### config.mk
export PLATFORM = sky130hd
export DESIGN_NAME = dds_tone_sequencer
export DESIGN_NICKNAME = d
export VERILOG_FILES = /design/src/rtl/dds_tone_sequencer.sv
export SDC_FILE = /design/constraint.sdc
export NUM_CORES = 1
export LEC_CHECK = 0
export BUFFER_PORTS_ARGS = -buffer_cell sky130_fd_sc_hd__buf_2
export CAP_MARGIN = 5
export CORE_UTILIZATION = 27
export DETAILED_ROUTE_END_ITERATION = 10
export GPL_TIMING_DRIVEN = 0
export PLACE_DENSITY = 0.38
export SKIP_CTS_REPAIR_TIMING = 1
export SYNTH_ARGS = -nofsm -noshare
export SYNTH_HDL_FRONTEND = slang
export SYNTH_SLANG_ARGS = --single-unit
export TNS_END_PERCENT = 100
### constraint.sdc
create_clock -name i_clk -period 3.9 [get_ports i_clk]
set_clock_uncertainty 0.2 [all_clocks]
set_input_delay 0 -clock i_clk [delete_from_list [all_inputs] [get_ports i_clk]]
set_output_delay 0 -clock i_clk [all_outputs]
set_load 0.1 [all_outputs]
### src/rtl/dds_tone_sequencer.sv
// dds_tone_sequencer
//   Control front-end for one dds phase-accumulator core. It produces the
//   periodic sampling_pulse and walks the tuning word K through a small
//   programmable tone table. Each entry holds a duration counted in samples.
//   Samples coming back from dds are registered for downstream logic.
//
// Ports
//   i_clk, i_reset        : single clock, synchronous active-high reset
//   i_wr_*                : tone-table write port (accepted in any state)
//   i_last_idx, i_loop    : playback range and wrap control
//   i_start, i_stop       : one-cycle control pulses (stop has priority)
//   o_k, o_sampling_pulse : drive to dds
//   i_new_sample_ready,
//   i_sample_in           : sample strobe and data from dds
//   o_sample_out,
//   o_sample_valid        : registered sample and its one-cycle strobe
//   o_busy, o_done,
//   o_cur_idx             : playback status
module dds_tone_sequencer #(
   parameter int  SAMPLE_DIV = 6,
   parameter int  DEPTH      = 8,
   parameter int  K_W        = 22,
   parameter int  DUR_W      = 16,
   localparam int AW         = $clog2(DEPTH)
) (
   input  logic             i_clk,
   input  logic             i_reset,
   input  logic             i_wr_en,
   input  logic [AW-1:0]    i_wr_addr,
   input  logic [K_W-1:0]   i_wr_k,
   input  logic [DUR_W-1:0] i_wr_dur,
   input  logic [AW-1:0]    i_last_idx,
   input  logic             i_loop,
   input  logic             i_start,
   input  logic             i_stop,
   output logic [K_W-1:0]   o_k,
   output logic             o_sampling_pulse,
   input  logic             i_new_sample_ready,
   input  logic [15:0]      i_sample_in,
   output logic [15:0]      o_sample_out,
   output logic             o_sample_valid,
   output logic             o_busy,
   output logic             o_done,
   output logic [AW-1:0]    o_cur_idx
);

   localparam int                DIV_W   = (SAMPLE_DIV > 1) ? $clog2(SAMPLE_DIV) : 1;
   localparam logic [DIV_W-1:0]  DIV_MAX = DIV_W'(SAMPLE_DIV - 1);

   typedef enum logic {S_IDLE, S_RUN} state_t;

   state_t             r_state, w_state_nxt;
   logic [K_W-1:0]     r_tab_k   [DEPTH];
   logic [DUR_W-1:0]   r_tab_dur [DEPTH];
   logic [K_W-1:0]     r_k;
   logic [AW-1:0]      r_idx;
   logic [DUR_W-1:0]   r_dur_cnt;
   logic [DIV_W-1:0]   r_div_cnt;
   logic               r_pulse;
   logic               r_done;
   logic [15:0]        r_sample_out;
   logic               r_sample_valid;

   logic               w_load;      // load table entry w_load_idx
   logic [AW-1:0]      w_load_idx;
   logic               w_clear;     // leaving RUN: K and index back to 0
   logic               w_done_nxt;
   logic               w_div_rst;   // (re)start: realign the sample divider
   logic               w_entry_end;
   logic [DUR_W-1:0]   w_load_dur;

   // The pulse cycle with dur_cnt==1 is the last sample of the entry; the
   // next entry is loaded on the edge that closes that cycle.
   assign w_entry_end = r_pulse && (r_dur_cnt == DUR_W'(1));
   assign w_load_dur  = (r_tab_dur[w_load_idx] == '0) ? DUR_W'(1) : r_tab_dur[w_load_idx];

   always_ff @(posedge i_clk) begin
      if (i_reset) r_state <= S_IDLE;
      else         r_state <= w_state_nxt;
   end

   always_comb begin
      w_state_nxt = r_state;
      w_load      = 1'b0;
      w_load_idx  = '0;
      w_clear     = 1'b0;
      w_done_nxt  = 1'b0;
      w_div_rst   = 1'b0;
      case (r_state)
         S_IDLE: begin
            if (i_start && !i_stop) begin
               w_state_nxt = S_RUN;
               w_load      = 1'b1;
               w_div_rst   = 1'b1;
            end
         end
         S_RUN: begin
            if (i_stop) begin
               w_state_nxt = S_IDLE;
               w_clear     = 1'b1;
            end else if (i_start) begin
               w_load    = 1'b1;
               w_div_rst = 1'b1;
            end else if (w_entry_end) begin
               if (r_idx != i_last_idx) begin
                  w_load     = 1'b1;
                  w_load_idx = r_idx + AW'(1);
               end else if (i_loop) begin
                  w_load = 1'b1;
               end else begin
                  w_state_nxt = S_IDLE;
                  w_clear     = 1'b1;
                  w_done_nxt  = 1'b1;
               end
            end
         end
         default: w_state_nxt = S_IDLE;
      endcase
   end

   always_ff @(posedge i_clk) begin
      if (i_reset) begin
         for (int i = 0; i < DEPTH; i++) begin
            r_tab_k[i]   <= '0;
            r_tab_dur[i] <= '0;
         end
         r_k            <= '0;
         r_idx          <= '0;
         r_dur_cnt      <= '0;
         r_div_cnt      <= '0;
         r_pulse        <= 1'b0;
         r_done         <= 1'b0;
         r_sample_out   <= '0;
         r_sample_valid <= 1'b0;
      end else begin
         // Table writes only affect future loads; the playing K/dur are copies.
         if (i_wr_en) begin
            r_tab_k[i_wr_addr]   <= i_wr_k;
            r_tab_dur[i_wr_addr] <= i_wr_dur;
         end

         r_done <= w_done_nxt;

         if (w_load) begin
            r_idx     <= w_load_idx;
            r_k       <= r_tab_k[w_load_idx];
            r_dur_cnt <= w_load_dur;
         end else if (w_clear) begin
            r_idx     <= '0;
            r_k       <= '0;
            r_dur_cnt <= '0;
         end else if (r_pulse && r_dur_cnt != '0) begin
            r_dur_cnt <= r_dur_cnt - DUR_W'(1);
         end

         // Divider free-runs across entry changes so the pulse period is exact.
         if (w_state_nxt != S_RUN || w_div_rst) r_div_cnt <= '0;
         else if (r_div_cnt == DIV_MAX)         r_div_cnt <= '0;
         else                                   r_div_cnt <= r_div_cnt + DIV_W'(1);

         r_pulse <= (r_state == S_RUN) && (w_state_nxt == S_RUN) && !w_div_rst
                    && (r_div_cnt == DIV_MAX);

         r_sample_valid <= i_new_sample_ready;
         if (i_new_sample_ready) r_sample_out <= i_sample_in;
      end
   end

   assign o_k              = r_k;
   assign o_sampling_pulse = r_pulse;
   assign o_sample_out     = r_sample_out;
   assign o_sample_valid   = r_sample_valid;
   assign o_busy           = (r_state == S_RUN);
   assign o_done           = r_done;
   assign o_cur_idx        = r_idx;

endmodule
# After elaboration in Yosys (flattened, before gate mapping)
# Memory sizes are Yosys's and may differ from the RTL's.
# Cells that the tools add are included.
[totals]
inputBits = 67
reg_bits = 64
ram_bits = 304
n_memories = 2
[mem_list]
columns = ["name", "words", "width", "rd", "rd_clocked_by_memory_dff", "wr", "line_no", "text"]
rows = [
  ["r_tab_k", 8, 22, 1, 0, 8, "53", "logic [K_W-1:0] r_tab_k [DEPTH];"],
  ["r_tab_dur", 8, 16, 1, 0, 8, "54", "logic [DUR_W-1:0] r_tab_dur [DEPTH];"],
]
[classes]
n_reduce_logical = 17
addsub = 3
bitwise = 2
eq_ne = 3
n_mux = 44
[op_table]
columns = ["op", "n"]
rows = [
  ["$mux 16", 5],
  ["$mux 22", 3],
  ["$mux 3", 9],
  ["$mux 1", 24],
  ["$reduce_or 22->1", 1],
  ["$eq 16x1->1 const B", 1],
  ["$logic_not 16->1", 1],
  ["$reduce_bool 16->1", 1],
  ["$reduce_or 16->1", 1],
  ["$sub 16x1->16 const B", 1],
  ["$add 3x1->3 const B", 2],
  ["$logic_and 1x1->1", 6],
  ["$pmux 1 s2", 3],
  ["$reduce_or 3->1", 2],
  ["$eq 3x3->1 const B", 1],
  ["$ne 3x3->1", 1],
  ["$reduce_bool 3->1", 1],
  ["$logic_not 1->1", 2],
  ["$not 1->1", 2],
  ["$reduce_bool 2->1", 1],
  ["$logic_or 1x1->1", 1],
]

# Longest topological paths before layout
# An unclocked memory read counts as a cell.
[depth]
ltp_word = 10
depth_mapped = 11
mapped_depth_nobuf = 10

# Worst setup path before layout
# Ideal clock, no wire load.
[synth_timing]
path_kind = "register -> register"
startpoint = "register r_state, in the netlist o_busy"
endpoint = "register r_k[10], in the netlist o_k[10]"
slack_ns = 0.250
stages_incl_launch_ff = 10
required_ns = 3.568
n_path_buf = 2
arrival_time_ns = 3.318
path_cell_list = "dfxtp_1 > or3b_4 > a31o_4 > or3_1 > buf_6 > nor2_8 > buf_4 > mux4_2 > a22oi_1 > a21oi_1"
[synth_between]
elab_chain_cells = 3
elab_cells_between_ends = 7
[synth_rtl]
columns = ["element", "line_no", "text"]
rows = [
  ["start: declaration", "52", "state_t r_state, w_state_nxt;"],
  ["start signal: assignment", "79", "else r_state <= w_state_nxt;"],
  ["$mux 3 or $not 1->1 (tied branches)", "--", ""],
  ["$mem_v2 8x22 or $pmux 1 s2 (tied branches)", "--", ""],
  ["$mux 22 or $reduce_bool 2->1 (tied branches)", "--", ""],
  ["end signal: assignment", "146", "r_k <= r_tab_k[w_load_idx];"],
  ["end: declaration", "55", "logic [K_W-1:0] r_k;"],
]
# Several ways; a longest one is shown, not always the timed one.
# A chain may end at the register's enable or synchronous reset.

# Worst setup path in the final report
[layout_timing]
startpoint = "register r_idx[1], in the netlist o_cur_idx[1]"
endpoint = "register r_dur_cnt[0]"
[layout_between]
elab_chain_cells = 10
elab_cells_between_ends = 23
[layout_rtl]
columns = ["element", "line_no", "text"]
rows = [
  ["start: declaration", "56", "logic [AW-1:0] r_idx;"],
  ["start signal: assignment", "145", "r_idx <= w_load_idx;"],
  ["$add 3x1->3 or $ne 3x3->1 (tied branches)", "107, 105", ""],
  ["$mux 3", "105", "if (r_idx != i_last_idx) begin"],
  ["$mux 3", "104", "end else if (w_entry_end) begin"],
  ["$mux 3", "101", "end else if (i_start) begin"],
  ["$mux 3", "98", "if (i_stop) begin"],
  ["$mux 3", "89", "case (r_state)"],
  ["$mem_v2 8x16", "--", ""],
  ["$logic_not 16->1", "75", "assign w_load_dur = (r_tab_dur[w_load_idx] == '0) ? DUR_W'(1) : r_tab_dur[w_load_idx];"],
  ["$mux 16", "75", ""],
  ["$mux 16", "144", "if (w_load) begin"],
  ["end signal: assignment", "147", "r_dur_cnt <= w_load_dur;"],
  ["end signal: assignment", "153", "r_dur_cnt <= r_dur_cnt - DUR_W'(1);"],
  ["end: declaration", "57", "logic [DUR_W-1:0] r_dur_cnt;"],
]
# Several ways; a longest one is shown, not always the timed one.

==> results.ini <==
[flow_run]
maxCapViolations = 0

[global_routing]
grt_overflow = 0
grt_pass1_vias = 10900
track_usage = 0.174
grt_max_degree = 39
grt_pass1_wl_mm = 78.5
antenna_found_initial = 5

[cts]
clockBufferDepth = 3
clkLatencyLatePin_ns = 0.57
clkSlewWorstSetupHoldPaths_ns = 0.06
cts_root_buf = clkbuf_16
clock_sinks = 368
cts_buffers = 46
cts_tree = built
htree_levels = 2

[logic_synthesis]
yosysUniqueCellTypes = 63
synth_edf_count = 304
syn-num-nets = 1315
ys_warn_count = 0
ys_seq_area_frac = 0.630
async_reset_ff_frac = 0
synth_top_area_share = 0.552
synthTopCellsByArea = edfxtp_1 (55%), and2_1 (12%), dfxtp_1 (7.8%)
netlist_top_cells_count = and2_1 (305), edfxtp_1 (304), a21oi_1 (73)
synth_ff_type = edfxtp_1
postSynthAreaPerCell_um2 = 13.3
synthCells = 1242
yosysTopAreaCell = edfxtp_1
synth_most_common_cell = and2_1
ys_ff_latch = 368
syn_area_um2 = 16500

[power_and_ir_drop]
clkPwrFrac = 0.438
swShare = 0.243
p_seq_frac = 0.474
combPwrFrac = 0.088
leakage_uw = 0.00717
p_sw_uw = 2340
internal-power_uw = 7290
ir_drop_mv = 0.306
power_density_nw_per_um2 = 472

[timing]
post-route-period-util = 0.978
max_freq_mhz = 262
whs_ns = 0.00741
rsz0062_at_grt = false
drv_slew = 0
max_slew_margin = 0.189
tns_ns = 0
worstMarginPinSlew_ns = 1.21
setup_violations = 0
hold_viol = 0
finalCriticalPeriod_ns = 3.82

[setup_path]
crit_fanout = 10
worst_setup_path_end_kind = register
startpoint_type = register
worstPathArrival_ns = 4.09
critPathRequiredTime_ns = 4.17
crit_type = reg -> reg

[drt]
firstDrtPassIters = 5
ant_nets = 0
drt_iter0_drc = 851
finalWirelength_mm = 54.2
routedWlPerCell_um = 23.6
num_vias = 10900
viasPerCell = 4.75
drcViolationCount = 0

[outcome]
status = finished clean

[placed_design]
post_dp_cell_area_um2 = 18200
dp_hpwl_mm = 34.7
place_congestion = 0.821
io_buffers = 109

[layout]
regArea_um2 = 10400
multi_input_area_um2 = 5790
nNetsFinal = 1549
drive_gt1_frac = 0.190
fin_area_um2 = 20400
area_growth_pct = 23.6
fill_cells = 5998

[floorplanning]
die_area_um2 = 62200
rows = 90
ios = 112
start_util = 0.274
die_h_um = 249
core_area_um2 = 60400
die_w_um = 249

[min_path]
hold_path_class = in -> reg

## path summary, 6_finish.rpt
path                        startpoint                           end  slack, ns  depth (start not counted)
max          o_cur_idx[1]$_SDFFE_PP0P_     r_dur_cnt[0]$_SDFFE_PP0P_       0.08                         11
min                     i_sample_in[8]  o_sample_out[8]$_SDFFE_PP0P_      0.007                          4
min reg2reg       o_k[21]$_SDFFE_PP0P_          o_k[21]$_SDFFE_PP0P_       0.25                          2
max reg2reg  o_cur_idx[1]$_SDFFE_PP0P_     r_dur_cnt[0]$_SDFFE_PP0P_       0.08                         11
## area by class of cell
type                    count  area share
diodes                      2    0.000245
plain buffers              78      0.0165
clock buffers              77      0.0675
clock inverters             8     0.00478
inverters                  10     0.00184
multi-input cells         786       0.283
flip-flops and latches    368       0.510
well taps                 782      0.0479
repair buffers            186      0.0683
## placed cells by master (no fill, tap or decap), drive strengths merged, types with 9 or more instances in the layout
master,instances
and2,305
a21oi,73
nand3,11
buf,135
edfxtp,304
mux2,11
nor3,22
mux2i,35
nand4,11
mux4,50
nand2,47
xnor2,10
o21ai,20
a22oi,23
inv,12
or2,9
dlygate4sd3,68
clkbuf,138
dfxtp,64
nor2,71
## critical path: stages (launching register included)
cell and delay, ns:
dfxtp_1 0.49, ha_1 0.33, or2_2 0.28, buf_1 0.25
nor2_1 0.15, nand4_1 0.38, buf_2 0.39, o2111ai_1 0.23
nand2_1 0.20, nor4_1 0.29, nand4_1 0.17, o41ai_2 0.35
## kinds of logic after synthesis
group / share of synthesized area
xor+xnor: 0.00583
simple gates: 0.175
compound gates: 0.0653
buf+inv: 0.0223
fa+ha+maj: 0.00454
flops: 0.630
mux: 0.0969
## sequential cells by signal (all words and copies together) (netlist names)
register,flops
r_tab_k,176
o_busy,1
o_sample_valid,1
o_sampling_pulse,1
o_k,22
o_sample_out,16
r_tab_dur,128
r_div_cnt,3
r_dur_cnt,16
o_cur_idx,3
o_done,1
## stage by stage
stage	util	total power (uW)	setup WS (ns)	instances
floorplan	-	5110	0.250	1242
global placement	0.299	5410	-0.555	2133
detailed placement	0.302	5440	-0.464	2140
CTS	0.326	9700	-0.497	2225
global route	0.338	9970	0.0110	2296
finish	0.338	9630	0.0848	2297
## per-layer routing
metal / GRT usage / part of all wire / up-vias
met4: 0.0388 / 0.017 / 4
li1: - / - / 5033
met5: 0 / 0.00050 / -
met3: 0.0372 / 0.050 / 54
met1: 0.244 / 0.47 / 5532
met2: 0.275 / 0.46 / 280
## power groups by stage
stage          clock network, uW  logic, uW  registers, uW
6_report                    4220        843           4570
3_5_place_dp                   0        785           4650
3_3_place_gp                   0        760           4650
5_1_grt                     4480        905           4590
4_1_cts                     4340        788           4570
2_1_floorplan                  0        332           4780
Power figures use the tool's default switching activity.
